==> config.mk <==
export PLATFORM = sky130hd
export DESIGN_NAME = mc_ctrl_flat
export DESIGN_NICKNAME = d
export VERILOG_FILES = /design/src/rtl/mc_ctrl_pkg.sv /design/src/rtl/mc_ctrl_if.sv /design/src/rtl/mc_ctrl_decode.sv /design/src/rtl/mc_ctrl.sv /design/src/flat_wrapper.sv
export SDC_FILE = /design/constraint.sdc
export NUM_CORES = 1
export LEC_CHECK = 0
export ABC_AREA = 1
export BUFFER_PORTS_ARGS = -buffer_cell sky130_fd_sc_hd__buf_4
export CORE_MARGIN = 2
export CORE_UTILIZATION = 49
export CTS_CLUSTER_DIAMETER = 60
export DETAILED_ROUTE_END_ITERATION = 16
export PLACE_DENSITY = 0.82
export SETUP_SLACK_MARGIN = 0.1
export SLEW_MARGIN = 30
export SYNTH_ARGS = -nofsm -noshare
export SYNTH_HDL_FRONTEND = slang
export SYNTH_HIERARCHICAL = 1
export SYNTH_SLANG_ARGS = --single-unit
export TNS_END_PERCENT = 30
==> constraint.sdc <==
create_clock -name clk -period 1.85 [get_ports clk]
set_input_delay 0.37 -clock clk [delete_from_list [all_inputs] [get_ports clk]]
set_output_delay 0.37 -clock clk [all_outputs]
set_load 0.05 [all_outputs]
==> src/rtl/mc_ctrl_pkg.sv <==
// Shared encodings, RV32I opcodes, FSM state codes and decode record for the
// multi-cycle control sequencer.
package mc_ctrl_pkg;

    localparam logic [1:0] RF_WSEL_ALU = 2'd0;
    localparam logic [1:0] RF_WSEL_PC4 = 2'd1;
    localparam logic [1:0] RF_WSEL_EXT = 2'd2;
    localparam logic [1:0] RF_WSEL_RDO = 2'd3;

    localparam logic [2:0] SEXT_I = 3'd0;
    localparam logic [2:0] SEXT_S = 3'd1;
    localparam logic [2:0] SEXT_B = 3'd2;
    localparam logic [2:0] SEXT_U = 3'd3;
    localparam logic [2:0] SEXT_J = 3'd4;

    localparam logic [1:0] NPC_PC4  = 2'd0;
    localparam logic [1:0] NPC_BR   = 2'd1;
    localparam logic [1:0] NPC_JAL  = 2'd2;
    localparam logic [1:0] NPC_JALR = 2'd3;

    localparam logic [3:0] ALU_ADD  = 4'd0;
    localparam logic [3:0] ALU_SUB  = 4'd1;
    localparam logic [3:0] ALU_SLL  = 4'd2;
    localparam logic [3:0] ALU_SLT  = 4'd3;
    localparam logic [3:0] ALU_SLTU = 4'd4;
    localparam logic [3:0] ALU_XOR  = 4'd5;
    localparam logic [3:0] ALU_SRL  = 4'd6;
    localparam logic [3:0] ALU_SRA  = 4'd7;
    localparam logic [3:0] ALU_OR   = 4'd8;
    localparam logic [3:0] ALU_AND  = 4'd9;
    localparam logic [3:0] ALU_BEQ  = 4'd10;
    localparam logic [3:0] ALU_BNE  = 4'd11;
    localparam logic [3:0] ALU_BLT  = 4'd12;
    localparam logic [3:0] ALU_BGE  = 4'd13;
    localparam logic [3:0] ALU_BLTU = 4'd14;
    localparam logic [3:0] ALU_BGEU = 4'd15;

    localparam logic [6:0] OPC_LUI    = 7'b0110111;
    localparam logic [6:0] OPC_AUIPC  = 7'b0010111;
    localparam logic [6:0] OPC_JAL    = 7'b1101111;
    localparam logic [6:0] OPC_JALR   = 7'b1100111;
    localparam logic [6:0] OPC_BRANCH = 7'b1100011;
    localparam logic [6:0] OPC_LOAD   = 7'b0000011;
    localparam logic [6:0] OPC_STORE  = 7'b0100011;
    localparam logic [6:0] OPC_OP_IMM = 7'b0010011;
    localparam logic [6:0] OPC_OP     = 7'b0110011;

    localparam logic [2:0] ST_IDLE   = 3'd0;
    localparam logic [2:0] ST_FETCH  = 3'd1;
    localparam logic [2:0] ST_DECODE = 3'd2;
    localparam logic [2:0] ST_EXEC   = 3'd3;
    localparam logic [2:0] ST_MEM    = 3'd4;
    localparam logic [2:0] ST_WB     = 3'd5;
    localparam logic [2:0] ST_TRAP   = 3'd6;

    typedef enum logic [2:0] {
        CL_ALU    = 3'd0,
        CL_LOAD   = 3'd1,
        CL_STORE  = 3'd2,
        CL_BRANCH = 3'd3,
        CL_JUMP   = 3'd4,
        CL_LUI    = 3'd5
    } ins_class_e;

    typedef struct packed {
        logic [3:0] alu_op;
        logic       asel;
        logic       bsel;
        logic [2:0] sext_op;
        logic [1:0] rf_wsel;
        logic [1:0] npc_op;
        ins_class_e cls;
        logic       illegal;
    } dec_t;

    function automatic logic [3:0] alu_from_funct(input logic [2:0] f3, input logic alt);
        logic [3:0] op;
        case (f3)
            3'b000:  op = alt ? ALU_SUB : ALU_ADD;
            3'b001:  op = ALU_SLL;
            3'b010:  op = ALU_SLT;
            3'b011:  op = ALU_SLTU;
            3'b100:  op = ALU_XOR;
            3'b101:  op = alt ? ALU_SRA : ALU_SRL;
            3'b110:  op = ALU_OR;
            default: op = ALU_AND;
        endcase
        return op;
    endfunction

    function automatic logic [3:0] alu_for_branch(input logic [2:0] f3);
        logic [3:0] op;
        case (f3)
            3'b001:  op = ALU_BNE;
            3'b100:  op = ALU_BLT;
            3'b101:  op = ALU_BGE;
            3'b110:  op = ALU_BLTU;
            3'b111:  op = ALU_BGEU;
            default: op = ALU_BEQ;
        endcase
        return op;
    endfunction

endpackage

==> src/rtl/mc_ctrl_if.sv <==
// Instruction/data memory handshakes plus datapath control bundle between the
// sequencer (master) and the memories/datapath (slave).
interface mc_ctrl_if #(
    parameter int CNT_W = 32
);
    logic [31:0]      inst;
    logic             imem_req;
    logic             imem_ack;
    logic             ir_we;
    logic             dmem_req;
    logic             dmem_we;
    logic             dmem_ack;
    logic             br_flag;
    logic [3:0]       alu_op;
    logic             alu_asel;
    logic             alu_bsel;
    logic [2:0]       sext_op;
    logic [1:0]       rf_wsel;
    logic             rf_we;
    logic [1:0]       npc_op;
    logic             pc_we;
    logic             fault;
    logic [CNT_W-1:0] instret;

    modport master (
        input  inst, imem_ack, dmem_ack, br_flag,
        output imem_req, ir_we, dmem_req, dmem_we, alu_op, alu_asel, alu_bsel,
               sext_op, rf_wsel, rf_we, npc_op, pc_we, fault, instret
    );

    modport slave (
        output inst, imem_ack, dmem_ack, br_flag,
        input  imem_req, ir_we, dmem_req, dmem_we, alu_op, alu_asel, alu_bsel,
               sext_op, rf_wsel, rf_we, npc_op, pc_we, fault, instret
    );
endinterface

==> src/rtl/mc_ctrl_decode.sv <==
// Combinational RV32I decoder: registered opcode/funct fields to datapath
// selects, instruction class and an illegal-encoding flag.
module mc_ctrl_decode
    import mc_ctrl_pkg::*;
(
    input  logic [6:0] i_opcode,
    input  logic [2:0] i_funct3,
    input  logic [6:0] i_funct7,
    output dec_t       o_dec
);

    always_comb begin
        o_dec         = '0;
        o_dec.alu_op  = ALU_ADD;
        o_dec.sext_op = SEXT_I;
        o_dec.rf_wsel = RF_WSEL_ALU;
        o_dec.npc_op  = NPC_PC4;
        o_dec.cls     = CL_ALU;
        case (i_opcode)
            OPC_LUI: begin
                o_dec.cls     = CL_LUI;
                o_dec.sext_op = SEXT_U;
                o_dec.bsel    = 1'b1;
                o_dec.rf_wsel = RF_WSEL_EXT;
            end
            OPC_AUIPC: begin
                o_dec.sext_op = SEXT_U;
                o_dec.asel    = 1'b1;
                o_dec.bsel    = 1'b1;
            end
            OPC_JAL: begin
                o_dec.cls     = CL_JUMP;
                o_dec.sext_op = SEXT_J;
                o_dec.asel    = 1'b1;
                o_dec.bsel    = 1'b1;
                o_dec.rf_wsel = RF_WSEL_PC4;
                o_dec.npc_op  = NPC_JAL;
            end
            OPC_JALR: begin
                o_dec.cls     = CL_JUMP;
                o_dec.bsel    = 1'b1;
                o_dec.rf_wsel = RF_WSEL_PC4;
                o_dec.npc_op  = NPC_JALR;
                o_dec.illegal = (i_funct3 != 3'b000);
            end
            OPC_BRANCH: begin
                o_dec.cls     = CL_BRANCH;
                o_dec.sext_op = SEXT_B;
                o_dec.npc_op  = NPC_BR;
                o_dec.alu_op  = alu_for_branch(i_funct3);
                o_dec.illegal = (i_funct3 inside {3'b010, 3'b011});
            end
            OPC_LOAD: begin
                o_dec.cls     = CL_LOAD;
                o_dec.bsel    = 1'b1;
                o_dec.rf_wsel = RF_WSEL_RDO;
                o_dec.illegal = (i_funct3 inside {3'b011, 3'b110, 3'b111});
            end
            OPC_STORE: begin
                o_dec.cls     = CL_STORE;
                o_dec.sext_op = SEXT_S;
                o_dec.bsel    = 1'b1;
                o_dec.illegal = (i_funct3 > 3'b010);
            end
            OPC_OP_IMM: begin
                // Only the shift-right immediate uses funct7[5] (SRAI); ADDI has no subtract form.
                o_dec.bsel    = 1'b1;
                o_dec.alu_op  = alu_from_funct(i_funct3, (i_funct3 == 3'b101) && i_funct7[5]);
                o_dec.illegal = ((i_funct3 == 3'b001) && (i_funct7 != 7'b0000000)) ||
                                ((i_funct3 == 3'b101) && ((i_funct7 & 7'b1011111) != 7'b0000000));
            end
            OPC_OP: begin
                o_dec.alu_op  = alu_from_funct(i_funct3, i_funct7[5]);
                o_dec.illegal = !((i_funct7 == 7'b0000000) ||
                                  ((i_funct7 == 7'b0100000) &&
                                   ((i_funct3 == 3'b000) || (i_funct3 == 3'b101))));
            end
            default: o_dec.illegal = 1'b1;
        endcase
    end

endmodule

==> src/rtl/mc_ctrl.sv <==
// Multi-cycle FETCH/DECODE/EXEC/MEM/WB sequencer with memory-ack timeout,
// sticky fault and retired-instruction counter.
module mc_ctrl
    import mc_ctrl_pkg::*;
#(
    parameter int MEM_TIMEOUT = 16,
    parameter int CNT_W       = 32
) (
    input  logic     clk,
    input  logic     rst_n,
    mc_ctrl_if.master bus
);

    localparam int               WAIT_W    = $clog2(MEM_TIMEOUT + 1);
    localparam logic [WAIT_W-1:0] WAIT_LAST = WAIT_W'(MEM_TIMEOUT - 1);

    logic [2:0]        r_state;
    logic [2:0]        w_state_next;
    logic [WAIT_W-1:0] r_wait;
    logic [WAIT_W-1:0] w_wait_next;
    logic [6:0]        r_opcode;
    logic [2:0]        r_funct3;
    logic [6:0]        r_funct7;
    logic              r_fault;
    logic [CNT_W-1:0]  r_instret;
    dec_t              w_dec;

    logic              w_imem_req;
    logic              w_ir_we;
    logic              w_dmem_req;
    logic              w_dmem_we;
    logic [3:0]        w_alu_op;
    logic              w_alu_asel;
    logic              w_alu_bsel;
    logic [2:0]        w_sext_op;
    logic [1:0]        w_rf_wsel;
    logic              w_rf_we;
    logic [1:0]        w_npc_op;
    logic              w_pc_we;

    mc_ctrl_decode u_decode (
        .i_opcode (r_opcode),
        .i_funct3 (r_funct3),
        .i_funct7 (r_funct7),
        .o_dec    (w_dec)
    );

    // The wait counter defaults to zero, so every state entry starts a fresh count.
    always_comb begin
        w_state_next = r_state;
        w_wait_next  = '0;
        case (r_state)
            ST_IDLE:   w_state_next = ST_FETCH;
            ST_FETCH: begin
                if (bus.imem_ack)
                    w_state_next = ST_DECODE;
                else if (r_wait == WAIT_LAST)
                    w_state_next = ST_TRAP;
                else
                    w_wait_next = r_wait + WAIT_W'(1);
            end
            ST_DECODE: w_state_next = w_dec.illegal ? ST_TRAP : ST_EXEC;
            ST_EXEC: begin
                case (w_dec.cls)
                    CL_BRANCH:         w_state_next = ST_FETCH;
                    CL_LOAD, CL_STORE: w_state_next = ST_MEM;
                    default:           w_state_next = ST_WB;
                endcase
            end
            ST_MEM: begin
                if (bus.dmem_ack)
                    w_state_next = (w_dec.cls == CL_STORE) ? ST_FETCH : ST_WB;
                else if (r_wait == WAIT_LAST)
                    w_state_next = ST_TRAP;
                else
                    w_wait_next = r_wait + WAIT_W'(1);
            end
            ST_WB:     w_state_next = ST_FETCH;
            ST_TRAP:   w_state_next = ST_TRAP;
            default:   w_state_next = ST_IDLE;
        endcase
    end

    always_ff @(posedge clk or negedge rst_n) begin
        if (!rst_n) begin
            r_state   <= ST_IDLE;
            r_wait    <= '0;
            r_opcode  <= '0;
            r_funct3  <= '0;
            r_funct7  <= '0;
            r_fault   <= 1'b0;
            r_instret <= '0;
        end else begin
            r_state <= w_state_next;
            r_wait  <= w_wait_next;
            if (w_ir_we) begin
                r_opcode <= bus.inst[6:0];
                r_funct3 <= bus.inst[14:12];
                r_funct7 <= bus.inst[31:25];
            end
            if (w_state_next == ST_TRAP)
                r_fault <= 1'b1;
            if (w_pc_we)
                r_instret <= r_instret + CNT_W'(1);
        end
    end

    // ALU selects and immediate format stay stable from EXEC through write-back.
    always_comb begin
        w_imem_req = 1'b0;
        w_ir_we    = 1'b0;
        w_dmem_req = 1'b0;
        w_dmem_we  = 1'b0;
        w_alu_op   = '0;
        w_alu_asel = 1'b0;
        w_alu_bsel = 1'b0;
        w_sext_op  = '0;
        w_rf_wsel  = '0;
        w_rf_we    = 1'b0;
        w_npc_op   = NPC_PC4;
        w_pc_we    = 1'b0;
        if (r_state inside {ST_EXEC, ST_MEM, ST_WB}) begin
            w_alu_op   = w_dec.alu_op;
            w_alu_asel = w_dec.asel;
            w_alu_bsel = w_dec.bsel;
        end
        if (r_state inside {ST_DECODE, ST_EXEC, ST_MEM, ST_WB})
            w_sext_op = w_dec.sext_op;
        case (r_state)
            ST_FETCH: begin
                w_imem_req = 1'b1;
                w_ir_we    = bus.imem_ack;
            end
            ST_EXEC: begin
                if (w_dec.cls == CL_BRANCH) begin
                    w_npc_op = NPC_BR;
                    w_pc_we  = 1'b1;
                end
            end
            ST_MEM: begin
                w_dmem_req = 1'b1;
                w_dmem_we  = (w_dec.cls == CL_STORE);
                w_pc_we    = (w_dec.cls == CL_STORE) && bus.dmem_ack;
            end
            ST_WB: begin
                w_rf_wsel = w_dec.rf_wsel;
                w_rf_we   = 1'b1;
                w_npc_op  = w_dec.npc_op;
                w_pc_we   = 1'b1;
            end
            default: ;
        endcase
    end

    assign bus.imem_req = w_imem_req;
    assign bus.ir_we    = w_ir_we;
    assign bus.dmem_req = w_dmem_req;
    assign bus.dmem_we  = w_dmem_we;
    assign bus.alu_op   = w_alu_op;
    assign bus.alu_asel = w_alu_asel;
    assign bus.alu_bsel = w_alu_bsel;
    assign bus.sext_op  = w_sext_op;
    assign bus.rf_wsel  = w_rf_wsel;
    assign bus.rf_we    = w_rf_we;
    assign bus.npc_op   = w_npc_op;
    assign bus.pc_we    = w_pc_we;
    assign bus.fault    = r_fault;
    assign bus.instret  = r_instret;

endmodule

==> src/flat_wrapper.sv <==
// flat-port wrapper written by rule: the top's interface ports become plain ports
module mc_ctrl_flat import mc_ctrl_pkg::*;
#(
    parameter int MEM_TIMEOUT = 16,
    parameter int CNT_W       = 32
)
  (clk, rst_n, bus_inst, bus_imem_ack, bus_dmem_ack, bus_br_flag, bus_imem_req, bus_ir_we, bus_dmem_req, bus_dmem_we, bus_alu_op, bus_alu_asel, bus_alu_bsel, bus_sext_op, bus_rf_wsel, bus_rf_we, bus_npc_op, bus_pc_we, bus_fault, bus_instret);
  mc_ctrl_if #(.CNT_W(CNT_W)) bus_i ();
  input  logic clk;
  input  logic rst_n;
  input wire logic [$bits(bus_i.inst)-1:0] bus_inst;
  input wire logic [$bits(bus_i.imem_ack)-1:0] bus_imem_ack;
  input wire logic [$bits(bus_i.dmem_ack)-1:0] bus_dmem_ack;
  input wire logic [$bits(bus_i.br_flag)-1:0] bus_br_flag;
  output wire logic [$bits(bus_i.imem_req)-1:0] bus_imem_req;
  output wire logic [$bits(bus_i.ir_we)-1:0] bus_ir_we;
  output wire logic [$bits(bus_i.dmem_req)-1:0] bus_dmem_req;
  output wire logic [$bits(bus_i.dmem_we)-1:0] bus_dmem_we;
  output wire logic [$bits(bus_i.alu_op)-1:0] bus_alu_op;
  output wire logic [$bits(bus_i.alu_asel)-1:0] bus_alu_asel;
  output wire logic [$bits(bus_i.alu_bsel)-1:0] bus_alu_bsel;
  output wire logic [$bits(bus_i.sext_op)-1:0] bus_sext_op;
  output wire logic [$bits(bus_i.rf_wsel)-1:0] bus_rf_wsel;
  output wire logic [$bits(bus_i.rf_we)-1:0] bus_rf_we;
  output wire logic [$bits(bus_i.npc_op)-1:0] bus_npc_op;
  output wire logic [$bits(bus_i.pc_we)-1:0] bus_pc_we;
  output wire logic [$bits(bus_i.fault)-1:0] bus_fault;
  output wire logic [$bits(bus_i.instret)-1:0] bus_instret;
  assign bus_i.inst = bus_inst;
  assign bus_i.imem_ack = bus_imem_ack;
  assign bus_i.dmem_ack = bus_dmem_ack;
  assign bus_i.br_flag = bus_br_flag;
  assign bus_imem_req = bus_i.imem_req;
  assign bus_ir_we = bus_i.ir_we;
  assign bus_dmem_req = bus_i.dmem_req;
  assign bus_dmem_we = bus_i.dmem_we;
  assign bus_alu_op = bus_i.alu_op;
  assign bus_alu_asel = bus_i.alu_asel;
  assign bus_alu_bsel = bus_i.alu_bsel;
  assign bus_sext_op = bus_i.sext_op;
  assign bus_rf_wsel = bus_i.rf_wsel;
  assign bus_rf_we = bus_i.rf_we;
  assign bus_npc_op = bus_i.npc_op;
  assign bus_pc_we = bus_i.pc_we;
  assign bus_fault = bus_i.fault;
  assign bus_instret = bus_i.instret;
  mc_ctrl #(.MEM_TIMEOUT(MEM_TIMEOUT), .CNT_W(CNT_W)) u_core (.clk(clk), .rst_n(rst_n), .bus(bus_i));
endmodule
## After elaboration in Yosys (flattened, before gate mapping)

Index checks and enable logic that the tools add are counted.

| word-level totals | value |
|---|---|
| register bits after elaboration | 58 |
| input bits | 37 |
| word-level logic and storage cells | 104 |

| operators by class | value |
|---|---|
| add/sub/neg operators | 2 |
| $lt $le $gt $ge | 1 |
| equality and inequality tests | 28 |
| multiplexer cells | 40 |
| reduce and logical (&&, ||, !) cells | 26 |

Operator list:

| kind | number |
|---|---|
| case mux 4 bit (7 select lines) | 2 |
| adder 32 x 1 -> 32 bit (second input constant) | 1 |
| case mux 3 bit (5 select lines) | 2 |
| equality test 7 x 6 -> 1 bit (second input constant) | 4 |
| equality test 3 bit (second input constant) | 8 |
| equality test 7 bit (second input constant) | 3 |
| equality test 3 x 2 -> 1 bit (second input constant) | 6 |
| two-way mux 3 bit | 6 |
| case mux 3 bit (6 select lines) | 1 |
| two-way mux 1 bit | 15 |
| two-way mux 5 bit | 3 |
| equality test 7 x 5 -> 1 bit (second input constant) | 2 |
| nonzero test 7 bit | 2 |
| case mux 2 bit (3 select lines) | 2 |
| case mux 3 bit (4 select lines) | 1 |
| case mux 4 bit (3 select lines) | 1 |
| case mux 5 bit (2 select lines) | 1 |
| OR reduction 2 bit | 5 |
| equality test 3 x 1 -> 1 bit (second input constant) | 3 |
| nonzero test 3 bit | 3 |
| equality test 7 x 2 -> 1 bit (second input constant) | 1 |
| logical NOT 7 bit | 1 |
| case mux 1 bit (7 select lines) | 1 |
| OR reduction 7 bit | 1 |
| other kinds (15) | 22 |

## Longest topological paths before layout

Gate-level depths: netlist (run 1).

| logic depth | value |
|---|---|
| word-level depth | 9 |
| gate-level depth with buffers | 15 |
| gate-level depth less buffers | 15 |

## Hierarchy

The synthesis (run 1) kept the hierarchy.

Modules (own cells, without submodules):

| module | instances | cells each | area each (µm²) |
|---|---|---|---|
| mc_ctrl | 1 | 461 | 3226.8 |
| mc_ctrl_decode | 1 | 100 | 489.2 |

## Worst setup path before layout (run 1)

No wires, ideal clock.

| timing path | value |
|---|---|
| path type | flip-flop to output port |
| from | reg u_core.r_opcode[3] |
| to | out bus_npc_op[0] |
| arrival | 1.951 ns |
| required time | 1.480 ns |
| path slack | -0.471 ns |
| cell stages (with the launch flop) | 10 |
| path buffers | 0 |
| cell sequence | dfrtp_1 > inv_2 > nand2_2 > nor2_4 > nand2_2 > nand3_1 > nand3_1 > nor2_1 > nor2_4 > nor2_1 |

RTL lines:

| what | line | RTL |
|---|---|---|
| start, declared | mc_ctrl.sv:21 | `logic [6:0] r_opcode;` |
| start signal, assigned | mc_ctrl.sv:97 | `r_opcode <= bus.inst[6:0];` |
| end, declared | flat_wrapper.sv:25 | `output wire logic [$bits(bus_i.npc_op)-1:0] bus_npc_op;` |

==> results of run 1 <==
==> power breakdown <==
| part | switching (mW) | total [mW] | leakage, nW | internal [mW] |
|---|---|---|---|---|
| Sequential | 0.306 | 1.85 | 0.754 | 1.55 |
| Combinational | 1.86 | 2.97 | 1.93 | 1.12 |
| Clock | 0.516 | 1.13 | 0.0873 | 0.615 |
==> registers in the layout (all words and copies together), names as in the netlist <==
| signal | count |
|---|---|
| u_core/bus.fault | 1 |
| u_core/bus.instret | 32 |
| u_core/r_funct3 | 3 |
| u_core/r_funct7 | 7 |
| u_core/r_opcode | 7 |
| u_core/r_state | 3 |
| u_core/r_wait | 5 |
==> cell type report <==
class,instances,share of cell area [%]
Clock buffer,9,2.32
Multi-Input combinational cell,430,42.4
Timing Repair Buffer,112,19.8
Inverter,65,4.75
Tap cell,99,2.32
Sequential cell,58,27.1
Clock inverter,7,1.31
==> path summary, 6_finish.rpt <==
kind                                                            to  slack (ns)  cells after the start
worst max-delay path                                     bus_pc_we       -0.46                     10
min in group clk                    u_core/r_funct3[1]$_DFFE_PN0P_        0.23                      3
worst min-delay path                u_core/r_funct7[0]$_DFFE_PN0P_        0.09                      1
worst min register to register          u_core/r_wait[0]$_DFF_PN0_        0.47                      1
worst max register to register  u_core/bus.instret[17]$_DFFE_PN0P_       -0.43                     15
max in group asynchronous              u_core/r_state[0]$_DFF_PN0_        1.27                      1
==> synthesized netlist by cell type <==
cell type    n
buf_2        3
xnor2_1      9
and2_1       1
nor2_2       4
nand3_1     32
clkinv_2     1
o21ai_0      7
or2_1        1
o21ai_1      3
nor2_1      84
buf_6        2
nor3_2       1
dfrtp_1     58
o2111ai_1    2
nand2_2      6
o22ai_1      2
nand2_4      2
nand3b_1     8
nor2_8       1
nor3b_1      1
ha_1         2
nand4_1     11
nor2_4       4
inv_2       11
nor3_1       4
buf_4        3
nand2_1    234
xor2_1      10
a21oi_1      1
inv_1       53
==> metal layers <==
layer	vias to the layer above	part of all wire, %	GRT usage (%)
met5	-	0	0
met4	0	3.2	10.1
met3	38	5.4	4.98
met2	167	52	44.4
met1	1908	39	30.6
li1	1968	-	-
==> cell families (layout without fill, tap and decap cells) <==
group / after synthesis / after routing
flip-flops: 58 / 58
XOR/XNOR: 19 / 19
AO/OA/AOI/OAI: 15 / 15
buffers and inverters: 73 / 193
adder cells (fa/ha/maj): 2 / 2
AND/OR/NAND/NOR: 394 / 394
==> metrics by stage <==
stage | power, mW | util (%) | instances | setup slack (ns)
finish | 5.96 | 73.4 | 780 | -0.463
floorplan | 3.49 | - | 561 | -0.0577
detailed placement | 4.17 | 62.4 | 746 | -0.0908
global route | 6.30 | 73.4 | 780 | -0.531
CTS | 5.55 | 68.7 | 772 | -0.394
global placement | 4.09 | 62.4 | 746 | -0.0616
==> timing repair <==
item	4_1_cts	5_1_grt
setup endpoints to repair	50	54
gates cloned	0	3
pin swaps	23	18
resized for setup	50	56
hold buffers	0	0
buffers inserted	12	5
==> impl_metrics.json, run 1 <==
{
  "status": "complete, but fails checks",
  "violations": "setup timing",
  "initial_core_util_pct": 51.0,
  "rsz0062_at_grt": "yes",
  "synthSimpleGateAreaFrac_pct": 45.3,
  "syn_area_sq_um": 3720,
  "grt_max_degree": 59,
  "setup_viol": 51,
  "detail-route-antenna-nets": 0,
  "timing.hold.ws_ns": 0.0897,
  "rows": 31,
  "seqCellArea_sq_um": 1450,
  "insertion_delay_ns": 0.34,
  "fp.dieW_um": 91.1,
  "finalHoldViolations": 0,
  "cp_max_fo": 3,
  "fin_crit_sh_pct": 125,
  "yosys_warnings": 6,
  "layout_commonest_cell": "nand2_1",
  "rr_startpoint": "u_core/r_opcode[1]$_DFFE_PN0P_",
  "wl_um": 10700,
  "num_antenna_cells": 0,
  "numCtsBuffers": 9,
  "muxShareOfSynthArea_pct": 0,
  "synthAdderAreaFrac_pct": 0.673,
  "drt-wirelength-per-cell_um": 13.7,
  "htree_levels": 3,
  "hp-class": "input port to async pin",
  "synth_nets": 600,
  "synth.area.top_cells": "dfrtp_1 39%, nand2_1 24%, nor2_1 8.5%",
  "synth_seq_cells": 58,
  "max-vdd-ir-drop_v": 0.000895,
  "fp.dieH_um": 91.1,
  "syn2layout_area_growth_pct": 44.0,
  "drv_cap": 0,
  "grt_pass1_vias": 3790,
  "grt_util_all_layers_pct": 25.4,
  "finalMaxSlewViolations": 0,
  "layout-drive-gt1-share_pct": 31.9,
  "final_nets": 715,
  "relSlewSlack_pct": 51.4,
  "antenna_found_initial": 0,
  "place_congestion": 0.913,
  "worst_setup_path_end_kind": "primary output",
  "stdcell_area_sq_um": 5350,
  "synth-compound-area-share_pct": 2.29,
  "dp_hpwl_um": 7140,
  "crit_path_cell_trace": "nand2_4, nor2_4, nand4_1, nand3_2, inv_2, nand3_2, nor2_2, nand2_2, nand2_4, buf_8",
  "power_density_nw_per_um2": 1110,
  "place_area_sq_um": 4550,
  "drc": 0,
  "critical_path_buf_inv_count": 2,
  "seq_area_frac_synth_pct": 39.1,
  "syn_area_per_cell_sq_um": 6.62,
  "cts_tree": "done",
  "die_area_sq_um": 8300,
  "clockRootBuffer": "clkbuf_8",
  "core_sq_um": 7290,
  "required_ns": 1.48,
  "crit_type": "register to primary output",
  "drt_iter0_markers": 294,
  "grt_pass1_wl_um": 17100,
  "setup_ws_ns": -0.463,
  "finalCriticalPeriod_ns": 2.31,
  "nFillCells": 577,
  "vias": 4081,
  "vias_per_cell": 5.23,
  "yosysTopAreaCellShare_pct": 39.1,
  "synth-xor-area-share_pct": 4.48,
  "startpoint": "u_core/r_opcode[1]$_DFFE_PN0P_",
  "cts.path.max_buffers": 2,
  "fin_skew_ns": 0.00965,
  "overflow": 0,
  "yosysTopAreaCell": "dfrtp_1",
  "cp_top_family": "simple AND/OR/NAND/NOR gates",
  "worst_pin_slew_ns": 0.729,
  "ys_types": 30,
  "multiInputGateArea_sq_um": 2270,
  "clk_pin_slew_ns": 0.07,
  "cp.arrival_ns": 1.94,
  "port-buffer-count": 72,
  "leakage_nw": 2.77,
  "crit_path_start_kind": "register",
  "ioPinCount": 89,
  "max_freq_mhz": 432,
  "clock_sinks": 58,
  "cp_slowest_stage_delay_ns": 0.41,
  "crit_slowest_cell": "dfrtp_1",
  "netlist_instances": 561,
  "drt_pass1_iterations": 5,
  "setup-tns-final_ns": -16.44,
  "synth_top_family_by_area": "simple AND/OR/NAND/NOR gates",
  "final_cell_mix": "215 x nand2_1, 78 x buf_4, 68 x nor2_1"
}
No activity file was read; power rests on OpenSTA's default activity.
==> inputs of run 2 (changes only) <==
--- a/config.mk
+++ b/config.mk
@@ -11,7 +11,7 @@
 export CORE_UTILIZATION = 49
 export CTS_CLUSTER_DIAMETER = 60
 export DETAILED_ROUTE_END_ITERATION = 16
-export PLACE_DENSITY = 0.82
+export PLACE_DENSITY = 0.77
 export SETUP_SLACK_MARGIN = 0.1
 export SLEW_MARGIN = 30
 export SYNTH_ARGS = -nofsm -noshare
==> impl_metrics.json, run 2 (synthesis results as in run 1) <==
{
  "status": "complete, but fails checks",
  "violations": "setup timing",
  "stdcell_area_sq_um": 5240,
  "port-buffer-count": 72,
  "clk_pin_slew_ns": 0.07,
  "finalHoldViolations": 0,
  "fin_crit_sh_pct": 123,
  "power_frac_comb_pct": 46.7,
  "power_density_nw_per_um2": 1180,
  "utilization_pct": 71.8,
  "relSlewSlack_pct": 50.9,
  "vias": 3976,
  "r2r_cells": 15,
  "antenna_found_initial": 0,
  "required_ns": 1.48,
  "p_seq_share_pct": 30.1,
  "initial_core_util_pct": 51.0,
  "drc": 0,
  "crit_path_cell_trace": "nand2_4, buf_4, nor2_4, nand2_2, nand3_2, inv_1, nand3_2, nor2_1, nand2_1, nand2_4, buf_8",
  "final_cell_mix": "224 x nand2_1, 77 x buf_4, 64 x nor2_1",
  "grt_pass1_vias": 3723,
  "drt_pass1_iterations": 7,
  "grt_max_degree": 59,
  "largest_register_ff_count": 32,
  "ioPinCount": 89,
  "crit_path_start_kind": "register",
  "crit_slowest_cell": "dfrtp_1",
  "htree_levels": 3,
  "syn2layout_area_growth_pct": 41.0,
  "setup_viol": 50,
  "grt_util_all_layers_pct": 24.9,
  "cp_max_fo": 3,
  "r2r_setup_slack_ns": -0.26,
  "pwr-share-clk_pct": 23.1,
  "finalMaxSlewViolations": 0,
  "max-vdd-ir-drop_v": 0.000845,
  "core_sq_um": 7290,
  "vias_per_cell": 5.12,
  "worst_pin_slew_ns": 0.737,
  "insertion_delay_ns": 0.34,
  "place_area_sq_um": 4560,
  "final_nets": 712,
  "fin_skew_ns": 0.00802,
  "numCtsBuffers": 9,
  "crit_type": "register to primary output",
  "overflow": 0,
  "rr_startpoint": "u_core/r_opcode[0]$_DFFE_PN0P_",
  "critical_path_buf_inv_count": 3,
  "drt-wirelength-per-cell_um": 13.5,
  "max_freq_mhz": 439,
  "rows": 31,
  "power_mw": 6.17,
  "fp.dieW_um": 91.1,
  "cp.arrival_ns": 1.91,
  "leakage_nw": 2.63,
  "nFillCells": 614,
  "rsz0062_at_grt": "yes",
  "place_congestion": 0.918,
  "dp_hpwl_um": 7120,
  "cts.path.max_buffers": 2,
  "hp-class": "input port to async pin",
  "cts_tree": "done",
  "drt_iter0_markers": 291,
  "wl_um": 10500,
  "grt_pass1_wl_um": 16800,
  "seqCellArea_sq_um": 1450,
  "layout_commonest_cell": "nand2_1",
  "detail-route-antenna-nets": 0,
  "setup_ws_ns": -0.428,
  "clockRootBuffer": "clkbuf_8",
  "ctsHoldBuffers": 0,
  "die_area_sq_um": 8300,
  "cp_slowest_stage_delay_ns": 0.41,
  "multiInputGateArea_sq_um": 2190,
  "finalCriticalPeriod_ns": 2.28,
  "clock_sinks": 58,
  "sw_frac_of_total_pct": 43.6,
  "r2r_end": "u_core/bus.instret[17]$_DFFE_PN0P_",
  "p_sw_mw": 2.69,
  "worst_setup_path_end_kind": "primary output",
  "num_antenna_cells": 0,
  "p_int_mw": 3.48,
  "fp.dieH_um": 91.1,
  "drv_cap": 0,
  "layout-drive-gt1-share_pct": 30.2,
  "cp_top_family": "simple AND/OR/NAND/NOR gates"
}
run 2: changes by cell type in the layout (fill, tap and decap cells not counted), moves of 3 or more:
cell and delta:
nand2_2 -3, nand2_4 -6, clkinvlp_4 -3, xnor2_1 +7, nand2_1 +9, nor2_1 -4
clkbuf_16 -3, xnor2_2 -7, nor2_2 +3
run 2: final cells by class:
| class | instances | area share [%] |
|---|---|---|
| multi-input combinational | 430 | 41.8 |
| inverter | 65 | 4.78 |
| clock inverter | 7 | 2.22 |
| clock buffer | 9 | 2.36 |
| sequential | 58 | 27.8 |
| tap | 99 | 2.36 |
| timing repair buffer | 109 | 18.7 |
run 2: how the worst max path moves through the flow:
stage | from | end | slack (ns) | cells after the start
2_1_floorplan | u_core/r_opcode[4]$_DFFE_PN0P_ | bus_alu_asel | -0.06 | 7
3_3_place_gp | u_core/r_opcode[1]$_DFFE_PN0P_ | bus_pc_we | -0.07 | 9
3_5_place_dp | u_core/r_opcode[1]$_DFFE_PN0P_ | bus_pc_we | -0.11 | 9
4_1_cts | u_core/r_opcode[0]$_DFFE_PN0P_ | bus_pc_we | -0.41 | 10
5_1_grt | u_core/r_opcode[0]$_DFFE_PN0P_ | bus_pc_we | -0.50 | 11
6_report | u_core/r_opcode[0]$_DFFE_PN0P_ | bus_pc_we | -0.43 | 11
run 2: stage by stage:
| step | std cells | hold slack (ns) | setup TNS (ns) | setup slack, ns |
|---|---|---|---|---|
| after global placement | 746 | 0.451 | -0.323 | -0.0655 |
| after detailed placement | 746 | 0.456 | -1.25 | -0.109 |
| after floorplan | 561 | 0.0744 | -0.275 | -0.0577 |
| after global routing | 777 | 0.148 | -14.90 | -0.502 |
| final | 777 | 0.0846 | -10.09 | -0.428 |
| after CTS | 769 | 0.112 | -7.96 | -0.406 |
run 2: timing repair:
action                     CTS  global route
pin swaps                   29            12
hold endpoints to repair     0             0
gates resized for setup     62            29
setup buffers               12             8
setup endpoints to repair   49            53
run 2: worst register-to-register path: cells and delay by family (launching register included):
family | cells | cell delay, ns
flip-flops | 1 | 0.41
buffers and inverters | 5 | 0.62
XOR/XNOR | 1 | 0.14
AND/OR/NAND/NOR | 9 | 0.82
run 2: power groups by stage:
stage                     clock (mW)  combinational (mW)  sequential, mW
after global routing            1.50                3.12            1.91
after detailed placement           0                2.33            1.86
final                           1.43                2.88            1.86
after floorplan                    0                1.50            1.99
after CTS                       1.45                2.61            1.85
after global placement             0                2.28            1.84
run 2: per-layer routing:
layer	global-route usage [%]	share of wire, %	wire length (um)	vias to the layer above
met2	43.0	51	5380	142
met5	0	0	0	-
met4	9.60	2.9	300	0
met1	30.6	41	4280	1851
li1	-	-	-	1959
met3	5.15	4.9	514	24
